**src/rtl/ppm_tx_pkg.sv**
```systemverilog
// Shared definitions for the PPM transmitter: frame geometry and scheduler state encoding.
// Also imported by the frame buffer.
package ppm_tx_pkg;

  localparam int unsigned PPM_MAX_BYTES = 16;
  localparam int unsigned PPM_LEN_W     = 4;
  localparam int unsigned PPM_BYTE_W    = 8;
  localparam int unsigned PPM_GUARD_W   = 8;
  localparam int unsigned PPM_TMO_W     = 16;

  localparam logic [4:0] PPM_ST_IDLE    = 5'b00001;
  localparam logic [4:0] PPM_ST_COLLECT = 5'b00010;
  localparam logic [4:0] PPM_ST_BURST   = 5'b00100;
  localparam logic [4:0] PPM_ST_WAIT    = 5'b01000;
  localparam logic [4:0] PPM_ST_GUARD   = 5'b10000;

  typedef enum logic [4:0] {
    ST_IDLE    = PPM_ST_IDLE,
    ST_COLLECT = PPM_ST_COLLECT,
    ST_BURST   = PPM_ST_BURST,
    ST_WAIT    = PPM_ST_WAIT,
    ST_GUARD   = PPM_ST_GUARD
  } ppm_state_e;

endpackage

```
**src/rtl/ppm_tx_scheduler_stage_ram.sv**
```systemverilog
// 16x8 staging register file: synchronous write, registered read with write-first forwarding.
module ppm_stage_ram
  import ppm_tx_pkg::*;
(
  input  logic                  clk,
  input  logic                  rst_n,
  input  logic                  i_we,
  input  logic [PPM_LEN_W-1:0]  i_waddr,
  input  logic [PPM_BYTE_W-1:0] i_wdata,
  input  logic                  i_re,
  input  logic [PPM_LEN_W-1:0]  i_raddr,
  output logic [PPM_BYTE_W-1:0] o_rdata
);

  logic [PPM_BYTE_W-1:0] r_mem [PPM_MAX_BYTES];
  logic [PPM_BYTE_W-1:0] r_rdata;

  always_ff @(posedge clk) begin
    if (i_we) begin
      r_mem[i_waddr] <= i_wdata;
    end
  end

  // Forwarding covers a single-byte frame, whose only byte is read on the edge it is written.
  always_ff @(posedge clk or negedge rst_n) begin
    if (!rst_n) begin
      r_rdata <= '0;
    end else if (i_re) begin
      r_rdata <= (i_we && (i_waddr == i_raddr)) ? i_wdata : r_mem[i_raddr];
    end
  end

  assign o_rdata = r_rdata;

endmodule

```
**src/rtl/ppm_tx_scheduler.sv**
```systemverilog
// Round-robin frame scheduler: grants one of two byte sources, stages the frame,
// bursts it into the frame buffer, waits for frame_done (or timeout), then guards.
module ppm_tx_scheduler
  import ppm_tx_pkg::*;
#(
  parameter int unsigned GUARD_CYCLES   = 16,
  parameter int unsigned TIMEOUT_CYCLES = 65535
) (
  input  logic                  clk,
  input  logic                  rst_n,
  input  logic                  i_req0,
  input  logic                  i_req1,
  input  logic [PPM_LEN_W-1:0]  i_len0,
  input  logic [PPM_LEN_W-1:0]  i_len1,
  input  logic                  i_d0_valid,
  input  logic                  i_d1_valid,
  input  logic [PPM_BYTE_W-1:0] i_d0,
  input  logic [PPM_BYTE_W-1:0] i_d1,
  output logic                  o_d0_ready,
  output logic                  o_d1_ready,
  output logic                  o_gnt0,
  output logic                  o_gnt1,
  output logic                  o_buf_le,
  output logic [PPM_LEN_W-1:0]  o_buf_n,
  output logic [PPM_BYTE_W-1:0] o_buf_din,
  input  logic                  i_buf_frame_done,
  output logic                  o_busy,
  output logic                  o_err_timeout
);

  localparam logic [PPM_GUARD_W-1:0] GUARD_LAST = PPM_GUARD_W'(GUARD_CYCLES - 1);
  localparam logic [PPM_TMO_W-1:0]   TMO_LAST   = PPM_TMO_W'(TIMEOUT_CYCLES - 1);

  ppm_state_e             r_state, w_state_nxt;
  logic                   r_rr, w_rr_nxt;
  logic                   r_sel, w_sel_nxt;
  logic [PPM_LEN_W-1:0]   r_len_q, w_len_nxt;
  logic [PPM_LEN_W-1:0]   r_cnt, w_cnt_nxt;
  logic [PPM_GUARD_W-1:0] r_gcnt, w_gcnt_nxt;
  logic [PPM_TMO_W-1:0]   r_tmo, w_tmo_nxt;
  logic                   r_gnt0, w_gnt0_nxt;
  logic                   r_gnt1, w_gnt1_nxt;
  logic                   r_d0_ready, w_rdy0_nxt;
  logic                   r_d1_ready, w_rdy1_nxt;
  logic                   r_buf_le, w_le_nxt;
  logic [PPM_LEN_W-1:0]   r_buf_n, w_n_nxt;
  logic                   r_busy, w_busy_nxt;
  logic                   r_err, w_err_nxt;

  logic                   w_g1;
  logic                   w_accept;
  logic                   w_last;
  logic [PPM_BYTE_W-1:0]  w_wdata;
  logic                   w_re;
  logic [PPM_LEN_W-1:0]   w_raddr;
  logic [PPM_BYTE_W-1:0]  w_rdata;

  // Only the granted source ever sees ready, so the accept OR is unambiguous.
  assign w_accept = (r_d0_ready & i_d0_valid) | (r_d1_ready & i_d1_valid);
  assign w_last   = w_accept && (r_cnt == r_len_q);
  assign w_wdata  = r_sel ? i_d1 : i_d0;

  ppm_stage_ram u_stage (
    .clk     (clk),
    .rst_n   (rst_n),
    .i_we    (w_accept),
    .i_waddr (r_cnt),
    .i_wdata (w_wdata),
    .i_re    (w_re),
    .i_raddr (w_raddr),
    .o_rdata (w_rdata)
  );

  always_ff @(posedge clk or negedge rst_n) begin
    if (!rst_n) begin
      r_state    <= ST_IDLE;
      r_rr       <= 1'b0;
      r_sel      <= 1'b0;
      r_len_q    <= '0;
      r_cnt      <= '0;
      r_gcnt     <= '0;
      r_tmo      <= '0;
      r_gnt0     <= 1'b0;
      r_gnt1     <= 1'b0;
      r_d0_ready <= 1'b0;
      r_d1_ready <= 1'b0;
      r_buf_le   <= 1'b0;
      r_buf_n    <= '0;
      r_busy     <= 1'b0;
      r_err      <= 1'b0;
    end else begin
      r_state    <= w_state_nxt;
      r_rr       <= w_rr_nxt;
      r_sel      <= w_sel_nxt;
      r_len_q    <= w_len_nxt;
      r_cnt      <= w_cnt_nxt;
      r_gcnt     <= w_gcnt_nxt;
      r_tmo      <= w_tmo_nxt;
      r_gnt0     <= w_gnt0_nxt;
      r_gnt1     <= w_gnt1_nxt;
      r_d0_ready <= w_rdy0_nxt;
      r_d1_ready <= w_rdy1_nxt;
      r_buf_le   <= w_le_nxt;
      r_buf_n    <= w_n_nxt;
      r_busy     <= w_busy_nxt;
      r_err      <= w_err_nxt;
    end
  end

  always_comb begin
    w_state_nxt = r_state;
    w_rr_nxt    = r_rr;
    w_sel_nxt   = r_sel;
    w_len_nxt   = r_len_q;
    w_cnt_nxt   = r_cnt;
    w_gcnt_nxt  = r_gcnt;
    w_tmo_nxt   = r_tmo;
    w_gnt0_nxt  = r_gnt0;
    w_gnt1_nxt  = r_gnt1;
    w_rdy0_nxt  = 1'b0;
    w_rdy1_nxt  = 1'b0;
    w_le_nxt    = 1'b0;
    w_n_nxt     = r_buf_n;
    w_err_nxt   = 1'b0;
    w_g1        = 1'b0;
    w_re        = 1'b0;
    w_raddr     = PPM_LEN_W'(r_cnt + 1'b1);

    case (r_state)
      ST_IDLE: begin
        // r_rr set means ch1 is favoured on a tie.
        if (i_req0 || i_req1) begin
          w_g1        = i_req1 & (~i_req0 | r_rr);
          w_sel_nxt   = w_g1;
          w_rr_nxt    = ~w_g1;
          w_gnt0_nxt  = ~w_g1;
          w_gnt1_nxt  = w_g1;
          w_rdy0_nxt  = ~w_g1;
          w_rdy1_nxt  = w_g1;
          w_len_nxt   = w_g1 ? i_len1 : i_len0;
          w_cnt_nxt   = '0;
          w_state_nxt = ST_COLLECT;
        end
      end
      ST_COLLECT: begin
        w_rdy0_nxt = ~r_sel;
        w_rdy1_nxt = r_sel;
        if (w_last) begin
          w_rdy0_nxt  = 1'b0;
          w_rdy1_nxt  = 1'b0;
          w_cnt_nxt   = '0;
          w_le_nxt    = 1'b1;
          w_n_nxt     = r_len_q;
          w_re        = 1'b1;
          w_raddr     = '0;
          w_state_nxt = ST_BURST;
        end else if (w_accept) begin
          w_cnt_nxt = PPM_LEN_W'(r_cnt + 1'b1);
        end
      end
      ST_BURST: begin
        // r_cnt indexes the byte currently on buf_din.
        if (r_cnt == r_len_q) begin
          w_tmo_nxt   = '0;
          w_state_nxt = ST_WAIT;
        end else begin
          w_cnt_nxt = PPM_LEN_W'(r_cnt + 1'b1);
          w_le_nxt  = 1'b1;
          w_re      = 1'b1;
        end
      end
      ST_WAIT: begin
        if (i_buf_frame_done || (r_tmo == TMO_LAST)) begin
          w_err_nxt   = ~i_buf_frame_done;
          w_gnt0_nxt  = 1'b0;
          w_gnt1_nxt  = 1'b0;
          w_gcnt_nxt  = '0;
          w_state_nxt = ST_GUARD;
        end else begin
          w_tmo_nxt = PPM_TMO_W'(r_tmo + 1'b1);
        end
      end
      ST_GUARD: begin
        if (r_gcnt == GUARD_LAST) begin
          w_state_nxt = ST_IDLE;
        end else begin
          w_gcnt_nxt = PPM_GUARD_W'(r_gcnt + 1'b1);
        end
      end
      default: begin
        w_gnt0_nxt  = 1'b0;
        w_gnt1_nxt  = 1'b0;
        w_state_nxt = ST_IDLE;
      end
    endcase

    w_busy_nxt = (w_state_nxt != ST_IDLE);
  end

  assign o_d0_ready    = r_d0_ready;
  assign o_d1_ready    = r_d1_ready;
  assign o_gnt0        = r_gnt0;
  assign o_gnt1        = r_gnt1;
  assign o_buf_le      = r_buf_le;
  assign o_buf_n       = r_buf_n;
  assign o_buf_din     = w_rdata;
  assign o_busy        = r_busy;
  assign o_err_timeout = r_err;

endmodule

```
**config.mk**
```make
export PLATFORM = sky130hd
export DESIGN_NAME = ppm_tx_scheduler
export DESIGN_NICKNAME = d
export VERILOG_FILES = /design/src/rtl/ppm_tx_pkg.sv /design/src/rtl/ppm_tx_scheduler_stage_ram.sv /design/src/rtl/ppm_tx_scheduler.sv
export SDC_FILE = /design/constraint.sdc
export NUM_CORES = 1
export LEC_CHECK = 0
export ABC_AREA = 0
export CORE_AREA = 2 2 103 155
export CTS_BUF_LIST = sky130_fd_sc_hd__clkbuf_2 sky130_fd_sc_hd__clkbuf_4 sky130_fd_sc_hd__clkbuf_8
export DETAILED_ROUTE_END_ITERATION = 12
export DIE_AREA = 0 0 105 157
export PLACE_DENSITY = 0.84
export SYNTH_ARGS = -nofsm -noshare
export SYNTH_HDL_FRONTEND = slang
export SYNTH_SLANG_ARGS = --single-unit
```
**constraint.sdc**
```tcl
create_clock -name clk -period 2.3 [get_ports clk]
set_input_delay 0.345 -clock clk [delete_from_list [all_inputs] [get_ports clk]]
set_output_delay 0.345 -clock clk [all_outputs]
set_load 0.005 [all_outputs]
```
==> results.sh <==
export IMPL_timing_hold_ws_ns=0.353
export IMPL_fillerInstances=1056
export IMPL_slew_limit_headroom_pct=65.0
export IMPL_start_util_pct=55.0
export IMPL_met1_length_mm=6.98
export IMPL_avgSynthCellArea_sq_um=13.1
export IMPL_path_class="register to register"
export IMPL_achievable_frequency_mhz=429
export IMPL_layout_setup_ws_ns=-0.0335
export IMPL_reg2reg_from="r_cnt[2]$_DFFE_PN0P_"
export IMPL_clockBufferDepth=2
export IMPL_die_x_um=105
export IMPL_hold_viol_final=0
export IMPL_antennaDiodeCount=0
export IMPL_startpoint="r_cnt[2]$_DFFE_PN0P_"
export IMPL_synthArstFlopShare_pct=31.2
export IMPL_cts_made_buffers=17
export IMPL_top_layer_used="met4"
export IMPL_rsz0062_at_grt="true"
export IMPL_finalMaxSlewViolations=0
export IMPL_core_area_sq_um=15000
export IMPL_ys_flop_type="edfxtp_1"
export IMPL_ios=50
export IMPL_p_per_area_nw_per_um2=831
export IMPL_synth_edf_count=128
export IMPL_synth_area_top_cells="edfxtp_1 47%, dfrtp_1 17%, mux4_2 4.1%"
export IMPL_violations="negative setup slack"
export IMPL_worstHoldPathType="primary input to asynchronous set/reset pin"
export IMPL_path_clk_slew_ns=0.10
export IMPL_cts_tree="done"
export IMPL_grt_max_degree=27
export IMPL_maxCapViolCount=0
export IMPL_io_buffer_count=49
export IMPL_min_period_ns=2.33
export IMPL_rows=55
export IMPL_grt_pass1_vias=5967
export IMPL_place_gp_congestion=0.972
export IMPL_ir_drop_v=0.000666
export IMPL_antenna_found_initial=0
export IMPL_drive_above_1_share_pct=20.1
export IMPL_fin_setup_tns_ns=-0.0335
export IMPL_post_drt_wl_per_cell_um=21.9
export IMPL_seq_area_sq_um=5300
export IMPL_firstDrtPassIters=6
export IMPL_vias=5945
export IMPL_ys_types=64
export IMPL_synth_warnings=0
export IMPL_power_total_w=0.00820
export IMPL_via_per_inst=6.28
export IMPL_start_kind="register"
export IMPL_ys_ff_latch=186
export IMPL_finalClockSkew_ns=0.0181
export IMPL_min_period_over_period_pct=101
export IMPL_clock_sinks=186
export IMPL_tightest_slew_ns=0.521
export IMPL_cp_max_fo=7
export IMPL_insertion_delay_ns=0.48
export IMPL_multi_input_comb_area_sq_um=2810
export IMPL_drt_wl_total_mm=20.8
export IMPL_die_h_um=157
export IMPL_die_area_sq_um=16500
export IMPL_place_ws_ns=-0.264
export IMPL_grt_pass1_wl_mm=31.7
export IMPL_status="finished with violations"
export IMPL_dp_hpwl_mm=14.0
export IMPL_area_growth_pct=19.7
export IMPL_clock_root_buffer="clkbuf_8"
export IMPL_setup_violations=1
export IMPL_dr_wl_met2_mm=11.1
export IMPL_leakagePower_nw=3.68
export IMPL_fin_nets=773
export IMPL_overflow=0
export IMPL_syn_nets=667
export IMPL_synth_area_leader_cell="edfxtp_1"
export IMPL_crit_path_end_kind="register"
export IMPL_drc=0
export IMPL_htree_levels=4
export IMPL_ant_nets=0
export IMPL_yosys_area_top_type_share_pct=46.6
export IMPL_syn_area_sq_um=8250
export IMPL_met3_length_mm=1.62
export IMPL_drt_iter0_markers=674
export IMPL_grt_usage_pct=25.5
export IMPL_synthCells=629
export IMPL_arrival_ns=2.68
export IMPL_cp_required_ns=2.65
export IMPL_ys_seq_area_share_pct=64.2
critical path, cell delays in order (launching register included):
cell	delay (ns)
dfrtp_1	0.41
buf_4	0.15
xnor2_1	0.20
and4_1	0.38
nand3_1	0.21
buf_4	0.22
and4_1	0.19
o221ai_1	0.30
nand4_1	0.15
layer usage:
layer	track usage (%)	vias up
met5	0	-
met4	12.9	0
met3	4.97	93
met2	46.0	388
met1	28.7	2881
li1	-	2583
cells by family (layout without fill, tap and decap cells):
| logic type | after synthesis | after routing | share of synthesized area [%] |
|---|---|---|---|
| simple gates | 201 | 201 | 12.3 |
| flops | 186 | 186 | 64.2 |
| compound gates | 120 | 120 | 9.48 |
| buf+inv | 46 | 165 | 2.50 |
| mux | 39 | 39 | 7.17 |
| xor+xnor | 30 | 30 | 3.28 |
| fa+ha+maj | 7 | 7 | 1.06 |
through the flow:
| step | utilization, % | instance area [sq um] | std cells |
|---|---|---|---|
| finish | 65.8 | 9870 | 947 |
| global route | 65.8 | 9870 | 947 |
| CTS | 65.0 | 9760 | 939 |
| detailed placement | 62.1 | 9320 | 905 |
| global placement | 62.1 | 9320 | 905 |
| floorplan | - | 8260 | 629 |
final cells by class:
class | count | share of cell area [%]
multi-input combinational | 397 | 28.4
sequential | 186 | 53.6
clock buffer | 17 | 2.37
inverter | 16 | 0.608
clock inverter | 15 | 1.72
timing repair buffer | 117 | 10.7
tap | 199 | 2.52
worst paths after layout:
check                                                 end  slack (ns)  depth (start not counted)
min in group clk                       o_gnt1$_DFFE_PN0P_        0.50                          1
min                                  o_d1_ready$_DFF_PN0_        0.35                          2
max                        u_stage.o_rdata[0]$_DFFE_PN0P_       -0.03                          8
max reg2reg                u_stage.o_rdata[0]$_DFFE_PN0P_       -0.03                          8
max in group asynchronous            r_tmo[8]$_DFFE_PN0P_        1.28                          3
min reg2reg                            o_gnt1$_DFFE_PN0P_        0.50                          1
registers in the layout, summed over array words and instances, names as in the netlist:
signal           count
o_buf_le             1
o_buf_n              4
o_busy               1
o_d0_ready           1
o_d1_ready           1
o_err_timeout        1
o_gnt0               1
o_gnt1               1
r_cnt                4
r_gcnt               8
r_len_q              4
r_rr                 1
r_sel                1
r_state              5
r_tmo               16
u_stage.o_rdata      8
u_stage.r_mem      128
report_power, final:
| group | switching (W) | internal (W) | leakage [nW] |
|---|---|---|---|
| Sequential | 0.000214 | 0.00403 | 1.90 |
| Clock | 0.00132 | 0.000829 | 0.201 |
| Combinational | 0.00105 | 0.000765 | 1.57 |
cells in the mapped netlist, drive strengths merged, types with 10 or more instances:
master  instances
a21oi          25
and3           11
buf            19
clkbuf         11
dfrtp          57
edfxtp        128
inv            15
mux2           11
mux2i          13
mux4           15
nand2          63
nand3          23
nand4          10
nor2           55
o21ai          33
xnor2          10
xor2           20
cell usage in the layout, fill, tap and decap left out, drive strengths merged, types with 8 or more instances in the layout:
cell type and instances:
mux2i 13, mux2 11, mux4 15, nand4 10, nand2 63, a31oi 8
and3 11, dfrtp 57, clkbuf 18, buf 67, a21oi 25, edfxtp 128
o21ai 33, clkdlybuf4s50 48, xor2 20, nor2 55, nand3 23, xnor2 10
nor3 9, inv 24
repair_timing:
action,in CTS,in global routing
endpoints found under the setup margin,8,9
buffers inserted,1,7
hold buffers,1,0
gates cloned,0,1
gates resized for setup,3,5
endpoints found under the hold margin,20,0
pin swaps,1,1
No activity file was read; power rests on OpenSTA's default activity.
==> patch: new RTL, config.mk and constraints unchanged <==
Change the package constant `PPM_GUARD_W` from 8 to 6.
--- a/src/rtl/ppm_tx_pkg.sv
+++ b/src/rtl/ppm_tx_pkg.sv
@@ -5,7 +5,7 @@
   localparam int unsigned PPM_MAX_BYTES = 16;
   localparam int unsigned PPM_LEN_W     = 4;
   localparam int unsigned PPM_BYTE_W    = 8;
-  localparam int unsigned PPM_GUARD_W   = 8;
+  localparam int unsigned PPM_GUARD_W   = 6;
   localparam int unsigned PPM_TMO_W     = 16;
 
   localparam logic [4:0] PPM_ST_IDLE    = 5'b00001;
Behaviour: no difference found for any inputs over 4 cycles, from zero or initial values and one cycle with rst_n low; that may be too few to reach the edited logic, so the function may still have changed.
==> patch against the original RTL <==
Wire length shrank 4.2%; critical path depth grew 1; total power up 8.8%; area after synthesis is 1.8% lower; design area fell by 2.6%; first-iteration DRC count fell by 44%; sequential cell count fell by 2; setup slack improved by 0.078 ns; critical endpoint is now u_stage.o_rdata[4].
==> patch: results <==
{
  "drt_iter0_drc": 379,
  "placed_cell_area_mm2": 0.00913,
  "cts_setup_buffers": 0,
  "post_synth_most_frequent_cells": "128 x edfxtp_1, 55 x dfrtp_1, 50 x nand2_1",
  "async_flop_share_pct": 30.4,
  "crit_slowest_cell": "dfrtp_2",
  "timing.rr.end": "u_stage.o_rdata[4]",
  "wire_per_inst_um": 22.2,
  "cp_top_family": "compound AO/OA/AOI/OAI gates",
  "stdcell_count": 894,
  "multi_input_comb_cells": 354,
  "worstPathArrival_ns": 2.61,
  "grt_pass1_wl_mm": 30.8,
  "seq_area_mm2": 0.00525,
  "grt.total_usage_pct": 25.0,
  "dpl.cell_count": 856,
  "r2r_cells": 9,
  "crit_path_end": "u_stage.o_rdata[4]",
  "drive_gt1_share_pct": 22.2,
  "buf_share_pct": 10.1,
  "clk-power_w": 0.00203,
  "grt_pass1_vias": 5649,
  "yosys-top-cells-area": "edfxtp_1 47%, dfrtp_1 17%, mux4_2 6.1%, nand2_1 2.3%, mux2i_1 1.7%",
  "r2r_start": "r_cnt[0]",
  "final_cell_area_mm2": 0.00962,
  "hold_class": "in -> async",
  "num-nets-final": 720,
  "gp_congestion": 0.929,
  "worstPathMaxFanout": 11,
  "ys_ff_latch": 184,
  "status": "finished clean",
  "critical_path.startpoint": "r_cnt[0]",
  "syn_nets": 619,
  "vdd_drop_max_uv": 435,
  "grt_max_degree": 57,
  "vias": 5400,
  "reg2reg_slack_ns": 0.04,
  "drtPass1Iterations": 5,
  "fin_hold_ws_ns": 0.00474,
  "clock_skew_ns": 0.0178,
  "ys_types": 67,
  "signal_buffers": 109,
  "fmax_mhz": 443,
  "avgSynthCellArea_um2": 13.9,
  "insertion_delay_ns": 0.46,
  "switching_share_pct": 33.5,
  "relSlewSlack_pct": 51.7,
  "hpwl_mm": 14.2,
  "pre_cts_ws_ns": -0.0594,
  "multi_input_area_share_pct": 28.2,
  "p_comb_w": 0.00262
}
[patch: cell count changes after synthesis, sizes merged, moves of 8 or more]
cell   change
and3       -9
nand2     -12
nor3       +8
a21oi      -8
nor2      -19
and2      +11
nand3     -10
[patch: worst reg2reg max path, cell delays in order, from the launching register on]
cell     delay, ns
dfrtp_2       0.44
ha_2          0.21
xor2_2        0.23
buf_6         0.21
buf_4         0.13
mux2i_1       0.06
o21ai_0       0.40
a21o_1        0.20
o22ai_1       0.07
o31ai_1       0.21
[patch: layer usage]
layer	track usage [%]	routed length, um	up-vias
met5	0	0	-
met4	11.9	978	0
met3	4.14	763	62
met2	48.1	11000	200
met1	26.3	7100	2745
li1	-	-	2393
[patch: kinds of logic after synthesis]
logic type	Yosys count	share of synthesized area, %
DFF	184	64.8
and+or+nand+nor	171	10.9
AOI/OAI and AO/OA	105	8.77
muxes	44	8.96
buffers and inverters	43	2.63
xor gates and xnor gates	27	2.92
adders and majority gates	7	1.08
